<file path="config.mk">
export PLATFORM = sky130hd
export DESIGN_NAME = vram_arbiter
export DESIGN_NICKNAME = d
export VERILOG_FILES = /design/src/rtl/vram_arbiter.sv
export SDC_FILE = /design/constraint.sdc
export NUM_CORES = 1
export LEC_CHECK = 0
export CAP_MARGIN = 25
export CORE_AREA = 3 3 138 140
export DETAILED_ROUTE_END_ITERATION = 6
export DIE_AREA = 0 0 141 143
export GPL_ROUTABILITY_DRIVEN = 0
export PLACE_DENSITY = 0.59
export REMOVE_ABC_BUFFERS = 1
export SYNTH_ARGS = -nofsm -noshare
export SYNTH_HDL_FRONTEND = slang
export SYNTH_SLANG_ARGS = --single-unit
</file>
<file path="constraint.sdc">
create_clock -name clk -period 5 [get_ports clk]
set_input_delay 0.5 -clock clk [delete_from_list [all_inputs] [get_ports clk]]
set_output_delay 0.5 -clock clk [all_outputs]
set_load 0.05 [all_outputs]
</file>
<file path="src/rtl/vram_arbiter.sv">
// rtl/vram_arbiter.sv - serialises NUM_REQ requesters onto the single framebuffer VRAM port
module vram_arbiter #(
  parameter int NUM_REQ        = 3,
  parameter int FIXED_PRIORITY = 0,
  parameter int TIMEOUT        = 1023
) (
  input  logic                  clk,
  input  logic                  reset_i,
  input  logic [NUM_REQ-1:0]    req_sel_i,
  input  logic [NUM_REQ-1:0]    req_wr_i,
  input  logic [4*NUM_REQ-1:0]  req_mask_i,
  input  logic [24*NUM_REQ-1:0] req_addr_i,
  input  logic [16*NUM_REQ-1:0] req_data_i,
  output logic [NUM_REQ-1:0]    req_ack_o,
  output logic [15:0]           req_data_o,
  output logic                  vram_sel_o,
  output logic                  vram_wr_o,
  output logic [3:0]            vram_mask_o,
  output logic [23:0]           vram_addr_o,
  output logic [15:0]           vram_data_o,
  input  logic [15:0]           vram_data_i,
  input  logic                  vram_ack_i,
  output logic                  busy_o,
  output logic [2:0]            grant_o,
  output logic                  timeout_o
);

  // Watchdog only needs to reach TIMEOUT-1: the abort fires on the cycle it holds that value.
  localparam int WDW = $clog2(TIMEOUT);
  localparam logic [WDW-1:0] WD_LAST = WDW'(TIMEOUT - 1);

  typedef enum logic [1:0] {IDLE, BUSY, RELEASE} state_t;

  state_t               state, state_n;
  logic [2:0]           ptr, ptr_n;
  logic [WDW-1:0]       wd, wd_n;
  logic                 sel_n, wr_n, busy_n, to_n;
  logic [3:0]           mask_n;
  logic [23:0]          addr_n;
  logic [15:0]          data_n, rdata_n;
  logic [2:0]           grant_n;
  logic [NUM_REQ-1:0]   ack_n;

  logic [7:0]           req_pad;
  logic [2:0]           win, idx;
  logic                 found;

  // Winner selection: lowest index in fixed mode, otherwise first request after the rr pointer.
  always_comb begin
    req_pad = 8'(req_sel_i);
    win     = '0;
    idx     = '0;
    found   = 1'b0;
    if (FIXED_PRIORITY != 0) begin
      for (int i = NUM_REQ - 1; i >= 0; i--) begin
        if (req_pad[i]) begin
          win   = 3'(i);
          found = 1'b1;
        end
      end
    end else begin
      for (int i = 1; i <= NUM_REQ; i++) begin
        idx = (int'(ptr) + i >= NUM_REQ) ? 3'(int'(ptr) + i - NUM_REQ) : 3'(int'(ptr) + i);
        if (!found && req_pad[idx]) begin
          win   = idx;
          found = 1'b1;
        end
      end
    end
  end

  // Next-state and next-output logic; every output is registered below.
  always_comb begin
    state_n = state;
    ptr_n   = ptr;
    wd_n    = wd;
    sel_n   = vram_sel_o;
    wr_n    = vram_wr_o;
    mask_n  = vram_mask_o;
    addr_n  = vram_addr_o;
    data_n  = vram_data_o;
    grant_n = grant_o;
    rdata_n = req_data_o;
    ack_n   = '0;
    to_n    = 1'b0;
    case (state)
      IDLE: begin
        if (found) begin
          state_n = BUSY;
          wd_n    = '0;
          sel_n   = 1'b1;
          wr_n    = req_wr_i[win];
          mask_n  = req_mask_i[4*int'(win) +: 4];
          addr_n  = req_addr_i[24*int'(win) +: 24];
          data_n  = req_data_i[16*int'(win) +: 16];
          grant_n = win;
        end
      end
      BUSY: begin
        // An abort looks exactly like a completion to the requester, except for zero data.
        if (vram_ack_i || wd == WD_LAST) begin
          state_n = RELEASE;
          sel_n   = 1'b0;
          ack_n   = NUM_REQ'(1) << grant_o;
          ptr_n   = grant_o;
          rdata_n = vram_ack_i ? vram_data_i : 16'h0000;
          to_n    = !vram_ack_i;
        end else begin
          wd_n = wd + WDW'(1);
        end
      end
      RELEASE: state_n = IDLE;
      default: state_n = IDLE;
    endcase
    busy_n = (state_n != IDLE);
  end

  // State and output registers with synchronous reset.
  always_ff @(posedge clk) begin
    if (reset_i) begin
      state       <= IDLE;
      ptr         <= 3'(NUM_REQ - 1);
      wd          <= '0;
      vram_sel_o  <= 1'b0;
      vram_wr_o   <= 1'b0;
      vram_mask_o <= '0;
      vram_addr_o <= '0;
      vram_data_o <= '0;
      grant_o     <= '0;
      req_ack_o   <= '0;
      req_data_o  <= '0;
      timeout_o   <= 1'b0;
      busy_o      <= 1'b0;
    end else begin
      state       <= state_n;
      ptr         <= ptr_n;
      wd          <= wd_n;
      vram_sel_o  <= sel_n;
      vram_wr_o   <= wr_n;
      vram_mask_o <= mask_n;
      vram_addr_o <= addr_n;
      vram_data_o <= data_n;
      grant_o     <= grant_n;
      req_ack_o   <= ack_n;
      req_data_o  <= rdata_n;
      timeout_o   <= to_n;
      busy_o      <= busy_n;
    end
  end

endmodule
</file>
# --- Yosys cells after proc, flatten, opt, wreduce, memory -nomap -nowiden ---
# Cells that the tools add are included.
word_totals:
  register_bits: 85
  inputBits: 157
op_classes:
  add_sub_neg: 7
  n_mul: 1
  n_lt_le_gt_ge: 7
  eq_ne: 5
  shifts: 4
  n_mux: 27
  bitwise_logic: 2
  n_reduce_logical: 14
ops:
  columns: ["cell", "n"]
  rows:
  - ["$shiftx A72 B9 Y24", 1]
  - ["$shiftx A48 B8 Y16", 1]
  - ["$mux W10", 2]
  - ["$pmux W10 S2", 1]
  - ["$mux W3", 6]
  - ["$mux W16", 1]
  - ["$ge A4 B2 Y1 const B", 3]
  - ["$lt A3 B4 Y1 const B", 3]
  - ["$shiftx A12 B6 Y4", 1]
  - ["$add A10 B1 Y10 const B", 1]
  - ["$eq A10 B10 Y1 const B", 1]
  - ["$bmux W1 S3", 3]
  - ["$mux W1", 9]
  - ["$sub A3 B3 Y3 const B", 3]
  - ["$add A3 B2 Y4 const B", 2]
  - ["$ne A2 B2 Y1 const B", 3]
  - ["$reduce_and A3 Y1", 2]
  - ["$mul A2 B3 Y5 const A", 1]
  - ["$add A3 B1 Y4 const B", 1]
  - ["$mux W2", 2]
  - ["$pmux W2 S2", 1]
  - ["$reduce_and A2 Y1", 2]
  - ["$reduce_bool A2 Y1", 2]
  - ["$logic_not A1 Y1", 3]
  - ["10 further kinds", 12]

# --- Longest topological paths before layout ---
depth:
  word_depth: 15
  mapped_depth: 13
  mapped_depth_nobuf: 9

# --- Worst setup path after synthesis ---
# OpenSTA, ideal clock, no wires.
synth_path:
  path_kind: "register to register"
  startpoint: "reg ptr[1]"
  endpoint: "reg vram_addr_o[13]"
  arrival_time_ns: 2.823
  setup_slack_ns: 2.054
  stages_incl_launch_ff: 14
  path_buffers: 4
  path_cell_list: "dfxtp_1 > inv_1 > ha_1 > clkbuf_1 > or3b_1 > a31oi_1 > o21ai_1 > and3_1 > buf_2 > a21oi_1 > buf_2 > buf_2 > mux2i_1 > o211ai_2"
synth_via:
  elab_chain_cells: 14
  elab_cells_between_ends: 31
synth_lines:
  columns: ["element", "line", "text"]
  rows:
  - ["from (decl)", "35", "logic [2:0] ptr, ptr_n;"]
  - ["from (signal assigned)", "122", "ptr <= 3'(NUM_REQ - 1);"]
  - ["from (signal assigned)", "136", "ptr <= ptr_n;"]
  - ["$add A3 B1 Y4", "63", "idx = (int'(ptr) + i >= NUM_REQ) ? 3'(int'(ptr) + i - NUM_REQ) : 3'(int'(ptr) + i);"]
  - ["$ge A4 B2 Y1 or $sub A3 B3 Y3 (tied branches)", "63", null]
  - ["$mux W3", "63", null]
  - ["$bmux W1 S3", "64", "if (!found && req_pad[idx]) begin"]
  - ["$mux W1 (not written as such)", "64", null]
  - ["$mux W1", "64", null]
  - ["$logic_not A1 Y1", "64", null]
  - ["$logic_and A1 B1 Y1", "64", null]
  - ["$mux W1", "64", null]
  - ["$logic_not A1 Y1", "64", null]
  - ["$logic_and A1 B1 Y1", "64", null]
  - ["$mux W3", "64", null]
  - ["$mul A2 B3 Y5", "94", "addr_n = req_addr_i[24*int'(win) +: 24];"]
  - ["$shiftx A72 B9 Y24", "94", null]
  - ["to (signal assigned)", "141", "vram_addr_o <= addr_n;"]
  - ["to (decl)", "19", "output logic [23:0] vram_addr_o,"]
# Several ways; a longest one is shown, not always the timed one. The select of a mux whose other input is x is not followed.
# A chain may end at the register's enable or synchronous reset.

# --- Worst setup path in the final report ---
layout_path:
  startpoint: "reg ptr[0]"
  endpoint: "reg vram_mask_o[2]"
layout_via:
  elab_chain_cells: 13
  elab_cells_between_ends: 30
layout_lines:
  columns: ["element", "line", "text"]
  rows:
  - ["$add A3 B1 Y4", "63", null]
  - ["$ge A4 B2 Y1 or $sub A3 B3 Y3 (tied branches)", "63", null]
  - ["$mux W3", "63", null]
  - ["$bmux W1 S3", "64", null]
  - ["$mux W1 (not written as such)", "64", null]
  - ["$mux W1", "64", null]
  - ["$logic_not A1 Y1", "64", null]
  - ["$logic_and A1 B1 Y1", "64", null]
  - ["$mux W1", "64", null]
  - ["$logic_not A1 Y1", "64", null]
  - ["$logic_and A1 B1 Y1", "64", null]
  - ["$mux W3 or $mux W1 (tied branches)", "64", null]
  - ["$shiftx A12 B6 Y4 or $reduce_and A2 Y1 (tied branches)", null, null]
  - ["to (signal assigned)", "140", "vram_mask_o <= mask_n;"]
  - ["to (decl)", "18", "output logic [3:0] vram_mask_o,"]
# Several ways; a longest one is shown, not always the timed one. The select of a mux whose other input is x is not followed.

==> results.cfg <==
[clock_network]
cts_sinks = 85
cts_resized = 0
hold_buffers = 0
cts-root-buf = clkbuf_16
cts_htree_levels = 3
clk_pin_slew_ps = 70
cts_tree = done
worst_skew_pair.late_latency_ps = 350
numCtsBuffers = 9
post_cts_buffers = 0
cts.path.max_buffers = 2

[timing]
finalSetupViolCount = 0
fmax_mhz = 269
max_slew.worst_pin.slew_ps = 965
maxSlewHeadroom = 0.354
fin_skew_ps = 4.30
slew_violations = 0
fin_crit_ps = 3710
fin_crit_sh = 0.743
hold_viol = 0
rsz0062_at_grt = false

[worst_setup_path]
start_kind = flop
cp-end-kind = flop
critPathKind = flop to flop
cp_max_fo = 16
cp.required_ps = 5200
crit_arrival_ps = 3910

[floorplan]
die_x_um = 141
rows = 49
initial_utilization = 0.249
pin_count = 227
dieArea_um2 = 20200
coreArea_um2 = 18000
die_y_um = 143

[detailed_routing]
drcViolationCount = 0
wire_per_inst_um = 16.8
totalWireLength_um = 15300
viasPerCell = 4.84
vias = 4421
first_pass_iters = 4
detail-route-antenna-nets = 0
drt_iter0_drc = 188

[layout]
post-route-util = 0.405
fin_nets = 846
drive_above_1_share = 0.114
syn_to_final_growth_pct = 62.7
diodes = 0

[power_and_ir_drop]
p_leak_nw = 2.90
p_total_mw = 3.15
power.density_nw_per_um2 = 434
peakVddDrop_v = 0.000222

[yosys]
yosysWarnings = 0
synthFlopType = dfxtp_1
syn_inst = 470
avgSynthCellArea_um2 = 9.50
synth_cell_types = 55
syn_area_um2 = 4470
synth_area_leaders = dfxtp_1 (38%), mux2i_1 (12%), o211ai_2 (11%), nand3_1 (5.8%), nand2_1 (4.0%)
ys_seq_area_frac = 0.381
synth_top_cell_by_area = dfxtp_1
ys_async_sr_fraction = 0
synth_top_area_frac = 0.381
synth_edf_count = 0
ys_ff_latch = 85

[global_route]
track_usage = 0.150
grt_pass1_wl_um = 23900
grt_pass1_vias = 4669
antenna_found_initial = 0
grt_max_degree = 47
grt-ovfl-total = 0

[status]
status = finished clean

[worst_hold_path]
hold_path.class = flop to flop

[place]
dp_hpwl_um = 11800
io_buffers = 226

[job]
cap_violations = 0
## stage by stage
step | setup slack, ps | std cells | hold WS, ps | area, µm² | setup TNS [ps]
after floorplan | -767 | 433 | 460 | 4280 | -33690
after global placement | 1500 | 896 | 448 | 6950 | 0
after detailed placement | 1320 | 896 | 453 | 6950 | 0
after CTS | 1290 | 912 | 469 | 7250 | 0
after global routing | 1010 | 914 | 484 | 7270 | 0
final | 1290 | 914 | 468 | 7270 | 0
## placed cells by master, fill, tap and decap left out, types with 3 or more instances in the layout
| master | synthesis | final |
|---|---|---|
| clkdlybuf4s50_1 | 0 | 226 |
| a31oi_1 | 4 | 4 |
| and3_1 | 3 | 3 |
| o21ai_1 | 3 | 3 |
| buf_4 | 1 | 8 |
| nand3_1 | 52 | 52 |
| o211ai_2 | 39 | 39 |
| dfxtp_1 | 85 | 85 |
| a21boi_0 | 4 | 4 |
| ha_1 | 9 | 9 |
| inv_1 | 6 | 6 |
| nand2b_1 | 10 | 9 |
| or3_1 | 3 | 3 |
| a211oi_1 | 3 | 3 |
| nor3_1 | 12 | 11 |
| o21a_1 | 3 | 3 |
| nor2_1 | 15 | 15 |
| o211ai_1 | 5 | 5 |
| a22o_1 | 17 | 17 |
| and2_1 | 3 | 3 |
| nand2_1 | 48 | 48 |
| o31ai_1 | 5 | 4 |
| a21oi_1 | 10 | 9 |
| o21ai_0 | 3 | 3 |
| mux2i_1 | 54 | 54 |
| xnor2_1 | 6 | 6 |
| clkbuf_16 | 0 | 9 |
## worst max-delay path: stages (launching register included)
cell and delay [ps]:
dfxtp_1 680, inv_1 270, ha_1 600, nand2b_1 160, a21boi_0 80, o21ai_1 270, and3_1 390, a311o_2 240
nand2b_2 380, buf_4 330, o221ai_1 150
## synth_stat cells, types with 2 or more instances
library cell	count
dfxtp_1	85
mux2i_1	54
nand3_1	52
nand2_1	48
o211ai_2	39
a22o_1	17
clkbuf_1	16
nor2_1	15
nor3_1	12
a21oi_1	10
buf_2	10
nand2b_1	10
ha_1	9
buf_1	6
inv_1	6
xnor2_1	6
o211ai_1	5
o31ai_1	5
a21boi_0	4
a31oi_1	4
buf_6	4
a211oi_1	3
and2_1	3
and3_1	3
o21a_1	3
o21ai_0	3
o21ai_1	3
or3_1	3
a21o_1	2
nor3b_1	2
or3b_1	2
or4_1	2
xor2_1	2
## final timing paths
check | start | endpoint | slack, ps | depth (start not counted)
max | ptr[0] | vram_mask_o[2] | 1290 | 10
min | vram_data_o[11] | vram_data_o[11] | 470 | 2
max reg2reg | ptr[0] | vram_mask_o[2] | 1290 | 10
min reg2reg | vram_data_o[11] | vram_data_o[11] | 470 | 2
## flip-flops by register name, indices dropped and copies added (netlist names)
name and count:
vram_addr_o 24, req_data_o 16, vram_data_o 16, wd 10, vram_mask_o 4, grant_o 3, ptr 3, req_ack_o 3
state 2, busy_o 1, timeout_o 1, vram_sel_o 1, vram_wr_o 1
## report_power, final
| part | switching, mW | leakage [nW] | internal (mW) | total (mW) |
|---|---|---|---|---|
| Sequential | 0.0843 | 0.696 | 0.816 | 0.901 |
| Clock | 0.302 | 0.144 | 0.394 | 0.696 |
| Combinational | 0.970 | 2.06 | 0.589 | 1.56 |
| Total | 1.36 | 2.90 | 1.80 | 3.15 |
## cells by family (layout without fill, tap and decap cells)
| kind of cell | after synthesis | after routing | share of synthesized area |
|---|---|---|---|
| muxes | 55 | 55 | 0.124 |
| AOI/OAI and AO/OA | 110 | 110 | 0.231 |
| buffers and inverters | 43 | 258 | 0.0465 |
| DFF | 85 | 85 | 0.381 |
| xor gates and xnor gates | 9 | 9 | 0.0193 |
| adders and majority gates | 9 | 9 | 0.0252 |
| and+or+nand+nor | 159 | 159 | 0.174 |
## layer usage
metal	wire [µm]	global-route usage
met4	258	0.0454
met1	6040	0.164
met2	7900	0.270
met5	0	0
met3	1140	0.0549
## final cells by class
cell class                 instances  area [µm²]
fill                            1715       10700
multi-input combinational        342        2590
timing repair buffer             236        2360
sequential                        85        1700
tap                              229         287
clock buffer                       9         225
clock inverter                     7        82.6
inverter                           6        22.5
No activity file was read; power rests on OpenSTA's default activity.
